--- config.mk ---
export PLATFORM = sky130hd
export DESIGN_NAME = key_conditioner_flat
export DESIGN_NICKNAME = d
export VERILOG_FILES = /design/src/rtl/key_conditioner_if.sv /design/src/rtl/key_conditioner.sv /design/src/flat_wrapper.sv
export SDC_FILE = /design/constraint.sdc
export NUM_CORES = 1
export LEC_CHECK = 0
export CAP_MARGIN = 0
export CORE_MARGIN = 2
export CORE_UTILIZATION = 54
export DETAILED_ROUTE_END_ITERATION = 8
export PLACE_DENSITY = 0.82
export SYNTH_ARGS = -nofsm -noshare
export SYNTH_HDL_FRONTEND = slang
export SYNTH_SLANG_ARGS = --single-unit
--- constraint.sdc ---
create_clock -name clk -period 3.5 [get_ports clk]
set_clock_uncertainty 0.15 [all_clocks]
set_input_delay 0.525 -clock clk [delete_from_list [all_inputs] [get_ports clk]]
set_output_delay 0.525 -clock clk [all_outputs]
set_load 0.02 [all_outputs]
--- src/rtl/key_conditioner_if.sv ---
// rtl/key_conditioner_if.sv - pin-side and game-side signal bundle for key_conditioner
//
// Purpose: groups the raw key inputs and the conditioned outputs of key_conditioner.
// Signals:
//   key_in      [N] raw asynchronous pin levels
//   key_level   [N] debounced pressed state, 1 = pressed
//   key_press   [N] one-cycle press pulse (plus auto-repeats when enabled)
//   key_release [N] one-cycle release pulse
//   any_level       OR of key_level
// Modports:
//   master - pin/consumer side: drives key_in, observes the outputs
//   slave  - the conditioner itself
interface key_conditioner_if #(
    parameter int N = 4
);
    logic [N-1:0] key_in;
    logic [N-1:0] key_level;
    logic [N-1:0] key_press;
    logic [N-1:0] key_release;
    logic         any_level;

    modport master (
        output key_in,
        input  key_level,
        input  key_press,
        input  key_release,
        input  any_level
    );

    modport slave (
        input  key_in,
        output key_level,
        output key_press,
        output key_release,
        output any_level
    );
endinterface

--- src/rtl/key_conditioner.sv ---
// rtl/key_conditioner.sv - multi-channel key synchronizer, debouncer and edge-pulse generator
//
// Purpose: per channel, a SYNC_STAGES-deep synchronizer, a counter debouncer that accepts a
// new level after DEBOUNCE_CYCLES consecutive differing samples, and registered one-cycle
// press/release pulses aligned with the change of key_level.
// Ports:
//   clk    system clock, all logic on posedge
//   reset  synchronous active-low reset
//   bus    key_conditioner_if.slave (key_in in; key_level/key_press/key_release/any_level out)
// Optional feature: define KEY_CONDITIONER_HOLD_REPEAT_EN to add hold auto-repeat on key_press
// (first repeat REPEAT_DELAY cycles after the press edge, then every REPEAT_PERIOD cycles).
module key_conditioner #(
    parameter int N               = 4,
    parameter int SYNC_STAGES     = 2,
    parameter int DEBOUNCE_CYCLES = 4,
    parameter int ACTIVE_LOW      = 1,
    parameter int REPEAT_DELAY    = 16,
    parameter int REPEAT_PERIOD   = 8
) (
    input  logic                  clk,
    input  logic                  reset,
    key_conditioner_if.slave      bus
);
    localparam int   CW = $clog2(DEBOUNCE_CYCLES + 1);
    localparam logic AL = (ACTIVE_LOW != 0);

    logic [SYNC_STAGES-1:0] sync_q [N];
    logic [CW-1:0]          cnt_q  [N];
    logic [CW-1:0]          cnt_d  [N];
    logic [N-1:0]           samp;
    logic [N-1:0]           st_q, st_d;
    logic [N-1:0]           press_q, press_d;
    logic [N-1:0]           rel_q, rel_d;
    logic [N-1:0]           rep_fire;

`ifdef KEY_CONDITIONER_HOLD_REPEAT_EN
    localparam int RMAX = (REPEAT_DELAY > REPEAT_PERIOD) ? REPEAT_DELAY : REPEAT_PERIOD;
    localparam int HW   = $clog2(RMAX + 1);

    logic [HW-1:0] hold_q [N];
    logic [HW-1:0] hold_d [N];
    logic [N-1:0]  rep_q, rep_d;

    // rep_q selects the interval: REPEAT_DELAY before the first repeat, REPEAT_PERIOD after.
    // The counter restarts from 0 on every repeat. Holding is only counted while the key was
    // pressed last cycle and stays pressed this cycle, so the press edge and the release edge
    // both clear it and a release can never coincide with a repeat.
    always_comb begin
        for (int i = 0; i < N; i++) begin
            hold_d[i]   = hold_q[i];
            rep_d[i]    = rep_q[i];
            rep_fire[i] = 1'b0;
            if (!st_q[i] || !st_d[i]) begin
                hold_d[i] = '0;
                rep_d[i]  = 1'b0;
            end else if ((hold_q[i] + 1'b1) ==
                         (rep_q[i] ? HW'(REPEAT_PERIOD) : HW'(REPEAT_DELAY))) begin
                hold_d[i]   = '0;
                rep_d[i]    = 1'b1;
                rep_fire[i] = 1'b1;
            end else begin
                hold_d[i] = hold_q[i] + 1'b1;
            end
        end
    end

    always_ff @(posedge clk) begin
        if (!reset) begin
            for (int i = 0; i < N; i++) begin
                hold_q[i] <= '0;
            end
            rep_q <= '0;
        end else begin
            for (int i = 0; i < N; i++) begin
                hold_q[i] <= hold_d[i];
            end
            rep_q <= rep_d;
        end
    end
`else
    logic unused_repeat_cfg;
    assign unused_repeat_cfg = ^{REPEAT_DELAY[0], REPEAT_PERIOD[0]};
    assign rep_fire          = '0;
`endif

    // Debouncer: cnt counts consecutive samples that disagree with st; the DEBOUNCE_CYCLES-th
    // such sample is accepted, so cnt never goes past DEBOUNCE_CYCLES-1.
    always_comb begin
        for (int i = 0; i < N; i++) begin
            samp[i]  = sync_q[i][SYNC_STAGES-1] ^ AL;
            st_d[i]  = st_q[i];
            cnt_d[i] = '0;
            if (samp[i] != st_q[i]) begin
                if (cnt_q[i] == CW'(DEBOUNCE_CYCLES - 1)) begin
                    st_d[i] = samp[i];
                end else begin
                    cnt_d[i] = cnt_q[i] + 1'b1;
                end
            end
        end
        press_d = (st_d & ~st_q) | rep_fire;
        rel_d   = ~st_d & st_q;
    end

    always_ff @(posedge clk) begin
        if (!reset) begin
            for (int i = 0; i < N; i++) begin
                sync_q[i] <= {SYNC_STAGES{AL}};
                cnt_q[i]  <= '0;
            end
            st_q    <= '0;
            press_q <= '0;
            rel_q   <= '0;
        end else begin
            for (int i = 0; i < N; i++) begin
                sync_q[i] <= {sync_q[i][SYNC_STAGES-2:0], bus.key_in[i]};
                cnt_q[i]  <= cnt_d[i];
            end
            st_q    <= st_d;
            press_q <= press_d;
            rel_q   <= rel_d;
        end
    end

    assign bus.key_level   = st_q;
    assign bus.key_press   = press_q;
    assign bus.key_release = rel_q;
    assign bus.any_level   = |st_q;
endmodule

--- src/flat_wrapper.sv ---
// flat-port wrapper written by rule: the top's interface ports become plain ports
module key_conditioner_flat 
#(
    parameter int N               = 4,
    parameter int SYNC_STAGES     = 2,
    parameter int DEBOUNCE_CYCLES = 4,
    parameter int ACTIVE_LOW      = 1,
    parameter int REPEAT_DELAY    = 16,
    parameter int REPEAT_PERIOD   = 8
)
  (clk, reset, bus_key_in, bus_key_level, bus_key_press, bus_key_release, bus_any_level);
  key_conditioner_if #(.N(N)) bus_i ();
  input  logic clk;
  input  logic reset;
  input wire logic [$bits(bus_i.key_in)-1:0] bus_key_in;
  output wire logic [$bits(bus_i.key_level)-1:0] bus_key_level;
  output wire logic [$bits(bus_i.key_press)-1:0] bus_key_press;
  output wire logic [$bits(bus_i.key_release)-1:0] bus_key_release;
  output wire logic [$bits(bus_i.any_level)-1:0] bus_any_level;
  assign bus_i.key_in = bus_key_in;
  assign bus_key_level = bus_i.key_level;
  assign bus_key_press = bus_i.key_press;
  assign bus_key_release = bus_i.key_release;
  assign bus_any_level = bus_i.any_level;
  key_conditioner #(.N(N), .SYNC_STAGES(SYNC_STAGES), .DEBOUNCE_CYCLES(DEBOUNCE_CYCLES), .ACTIVE_LOW(ACTIVE_LOW), .REPEAT_DELAY(REPEAT_DELAY), .REPEAT_PERIOD(REPEAT_PERIOD)) u_core (.clk(clk), .reset(reset), .bus(bus_i));
endmodule
; After elaboration in Yosys (flattened, before gate mapping)
; Memories as Yosys holds them, arrays and structs flattened.
; Cells that the tools add are included.
[word_totals]
memories = 2
ram_bits = 20
regBits = 12
inputBits = 6
out_inout_bits = 13
[mem_list]
columns = memory, words, width, rd, rd_ports_with_merged_regs, wr, line
row1 = u_core.cnt_q, 4, 3, 4, 0, 4, key_conditioner.sv:28  ; logic [CW-1:0] cnt_q [N];
row2 = u_core.sync_q, 4, 2, 4, 0, 4, key_conditioner.sv:27  ; logic [SYNC_STAGES-1:0] sync_q [N];
[op_classes]
reduce_logical = 1
n_addsub = 4
n_eq_ne = 8
bitwise = 16
muxes = 26
[op_table]
columns = cell, n
row1 = $mux 3, 12
row2 = $add 3x1->3 const B, 4
row3 = $eq 3x2->1 const B, 4
row4 = $mux 1, 10
row5 = $and 4x4->4, 2
row6 = $mux 2, 4
row7 = $not 4->4, 2
row8 = $or 1x1->1, 8
row9 = $ne 1x1->1, 4
row10 = $not 1->1, 4
row11 = $reduce_or 4->1, 1

; Longest topological paths before layout
; An unclocked memory read counts as a cell.
[logic_depth]
depth_word = 6
ltp_mapped = 4
ltp_nobuf = 4

; Worst setup path after synthesis
; No wires, ideal clock.
[synth_timing]
path_type = register -> output
startpoint = register u_core.st_q[2], in the netlist u_core.bus.key_level[2]
endpoint = output port bus_any_level
slack_ns = 1.771
required_time_ns = 2.825
t_arrival_ns = 1.054
stages_incl_launch_ff = 2
n_path_buf = 0
path_cell_list = dfxtp_1 or4_1
[synth_via]
elab_chain_cells = 1
[synth_rtl]
columns = element, line
row1 = "start, declared", key_conditioner.sv:31  ; logic [N-1:0] st_q, st_d;
row2 = "start signal, assigned", key_conditioner.sv:119  ; st_q <= st_d;
row3 = $reduce_or 4->1, key_conditioner.sv:128  ; assign bus.any_level = |st_q;
row4 = "end, declared", flat_wrapper.sv:19  ; output wire logic [$bits(bus_i.any_level)-1:0] bus_any_level;
; No other way between the ends.

; Worst setup path in the final report
; Ends and elaborated chain as after synthesis.

==> results.toml <==
[status]
outcome = "finished, final reports clean"

[critical_path]
r2r_end = "u_core.cnt_q[3][0]"
cp_max_fo = 6
reg2reg_depth = 3
critPathLaunch = "u_core.bus.key_level[2]"
crit_path_end_kind = "primary output"
cp_num_buf_inv = 1
r2r-start = "u_core.cnt_q[3][0]"
critPathLaunchType = "flop"
critical_path_required_ps = 2820
path_class = "reg -> out"
path_cells = "or4_1 -> clkdlybuf4s50_1"
cp_num_cells = 2
cp.arrival_ps = 1770
cpLargestDelayFamily = "buffers and inverters"
critPathMaxStageDelay_ps = 550
cp-endpoint = "bus_any_level"
slowest_stage = "clkdlybuf4s50_1"
r2r_slack_ps = 2110

[worst_hold_path]
hp-class = "reg -> reg"
hold_depth = 1

[sta]
setup-tns-final_ps = 0
tightestPinTransition_ps = 769
min_period_ps = 2450
hold_viol_final = 0
period_share_pct = 69.9
rsz0062_at_grt = "no"
setup_viol = 0
max-slew-margin-rel_pct = 48.6
fmax_ghz = 0.409
slew_violations = 0
setup_ws_ps = 1050

[yosys]
async_flop_share_pct = 0
syn_inst = 98
synth_fp_nets = 112
synth_edf_count = 0
synthFlopType = "dfxtp_1"
ys_warn_count = 0
synth-seq-cells = 32
yosysUniqueCellTypes = 16
avgSynthCellArea_um2 = 11.6
yosysSeqAreaShare_pct = 56.3
syn-cell-area_um2 = 1140

[finish]
syn2layout_area_growth_pct = 22.0
drive_gt1_share_pct = 6.56
fillers = 149
antennaDiodeCount = 0
final_common_cell = "dfxtp_1"
final_cell_mix = "dfxtp_1, clkdlybuf4s50_1, nand2b_1"
final_nets = 135
stdcell_count = 149
ff_latch_area_um2 = 641
multi_input_area_um2 = 459

[place]
place_inst = 141
dpl.hpwl_mm = 1.16
place.gp.congestion = 0.677
io_buffers = 18
dp_worst_setup_slack_ps = 1360

[drt]
drt_iter0_markers = 9
first_pass_iters = 3
dr_total_vias = 740
post_drt_wl_per_cell_um = 10.7
wirelength_mm = 1.60
drc = 0
ant_nets = 0
vias_per_cell = 4.97

[floorplanning]
die_h_um = 49.9
ios = 19
num_rows = 16
start_util_pct = 57.4
dieArea_um2 = 2490
fp.coreArea_um2 = 1980
die_x_um = 49.9

[clock_network]
cts_made_buffers = 5
insertion_delay_ps = 320
postCtsResizedCells = 0
cts-root-buf = "clkbuf_4"
cts_tree = "built"
cts_hold_buf = 0
cts_num_sinks = 32
max-clock-path-buffers = 2
cts_max_level = 2
clk_transition_reported_paths_ps = 90
cts_setup_buffers = 0

[run]
maxCapViolCount = 0

[global_route]
grt_overflow = 0
antenna_found_initial = 0
grt_usage_pct = 16.3
grt_pass1_vias = 724
grt_first_pass_wirelength_mm = 2.86
grt_start_max_net_pins = 29

[power]
cellPowerDensity_nw_per_um2 = 435
p_leak_nw = 0.511
vdd_ir_drop_max_mv = 0.300
==> cell type report <==
cell class	count	share of cell area (%)
clock buffer	8	4.24
inverter	4	1.08
multi-input combinational	60	33.1
sequential	32	46.2
tap	27	2.43
timing repair buffer	18	13.0
==> worst min path at each step <==
stage / endpoint / slack, ps / startpoint
finish: u_core.sync_q[3][1] / 260 / u_core.sync_q[3][0]
floorplan: u_core.sync_q[0][1] / 230 / u_core.sync_q[0][0]
global placement: u_core.sync_q[1][1] / 240 / u_core.sync_q[1][0]
global route: u_core.sync_q[1][1] / 290 / u_core.sync_q[1][0]
CTS: u_core.sync_q[1][1] / 270 / u_core.sync_q[1][0]
detailed placement: u_core.sync_q[1][1] / 240 / u_core.sync_q[1][0]
==> synthesized netlist by cell type, types with 2 or more instances <==
| cell | instances | area share (%) |
|---|---|---|
| dfxtp_1 | 32 | 56 |
| nand2b_1 | 10 | 5.5 |
| nand2_1 | 9 | 3.0 |
| ha_1 | 8 | 8.8 |
| nor4b_1 | 6 | 4.6 |
| inv_1 | 4 | 1.3 |
| nor2_1 | 4 | 1.3 |
| nor3_1 | 4 | 1.8 |
| nor4bb_1 | 4 | 3.5 |
| or2b_1 | 4 | 2.6 |
| xor2_1 | 4 | 3.1 |
| a21boi_0 | 3 | 2.0 |
| buf_6 | 2 | 2.0 |
| nor4b_2 | 2 | 2.6 |
==> kinds of logic after synthesis <==
group	share of synthesized area (%)
buffers and inverters	3.30
XOR/XNOR	3.08
AO/OA/AOI/OAI	2.86
adder cells (fa/ha/maj)	8.80
AND/OR/NAND/NOR	25.6
flip-flops	56.3
==> layer usage <==
| layer | share of wire [%] | vias to the layer above | track usage [%] |
|---|---|---|---|
| met5 | 0 | - | 0 |
| met3 | 6.6 | 5 | 9.09 |
| met4 | 2.1 | 0 | 9.72 |
| met1 | 43 | 332 | 16.2 |
| met2 | 48 | 20 | 26.2 |
| li1 | - | 383 | - |
==> power by group <==
part | switching, mW | leakage [nW] | internal, mW
Clock | 0.113 | 0.0326 | 0.0990
Sequential | 0.00322 | 0.260 | 0.370
Combinational | 0.00719 | 0.218 | 0.0120
==> registers in the layout (all words and copies together), names as in the netlist <==
name	count
u_core.cnt_q	12
u_core.sync_q	8
u_core.bus.key_level	4
u_core.bus.key_press	4
u_core.bus.key_release	4
==> worst register-to-register path: stages, from the launching register on <==
cell	delay (ps)
dfxtp_1	330
ha_1	200
ha_1	240
nor4b_1	360
==> through the flow <==
step | utilization [%] | total power, mW | hold slack [ps] | area [um2]
floorplan | - | 0.394 | 235 | 1140
global placement | 67.0 | 0.400 | 238 | 1330
detailed placement | 67.0 | 0.401 | 244 | 1330
CTS | 70.0 | 0.613 | 266 | 1390
global route | 70.0 | 0.633 | 290 | 1390
finish | 70.0 | 0.604 | 259 | 1390
(Power assumes the default switching activity.)
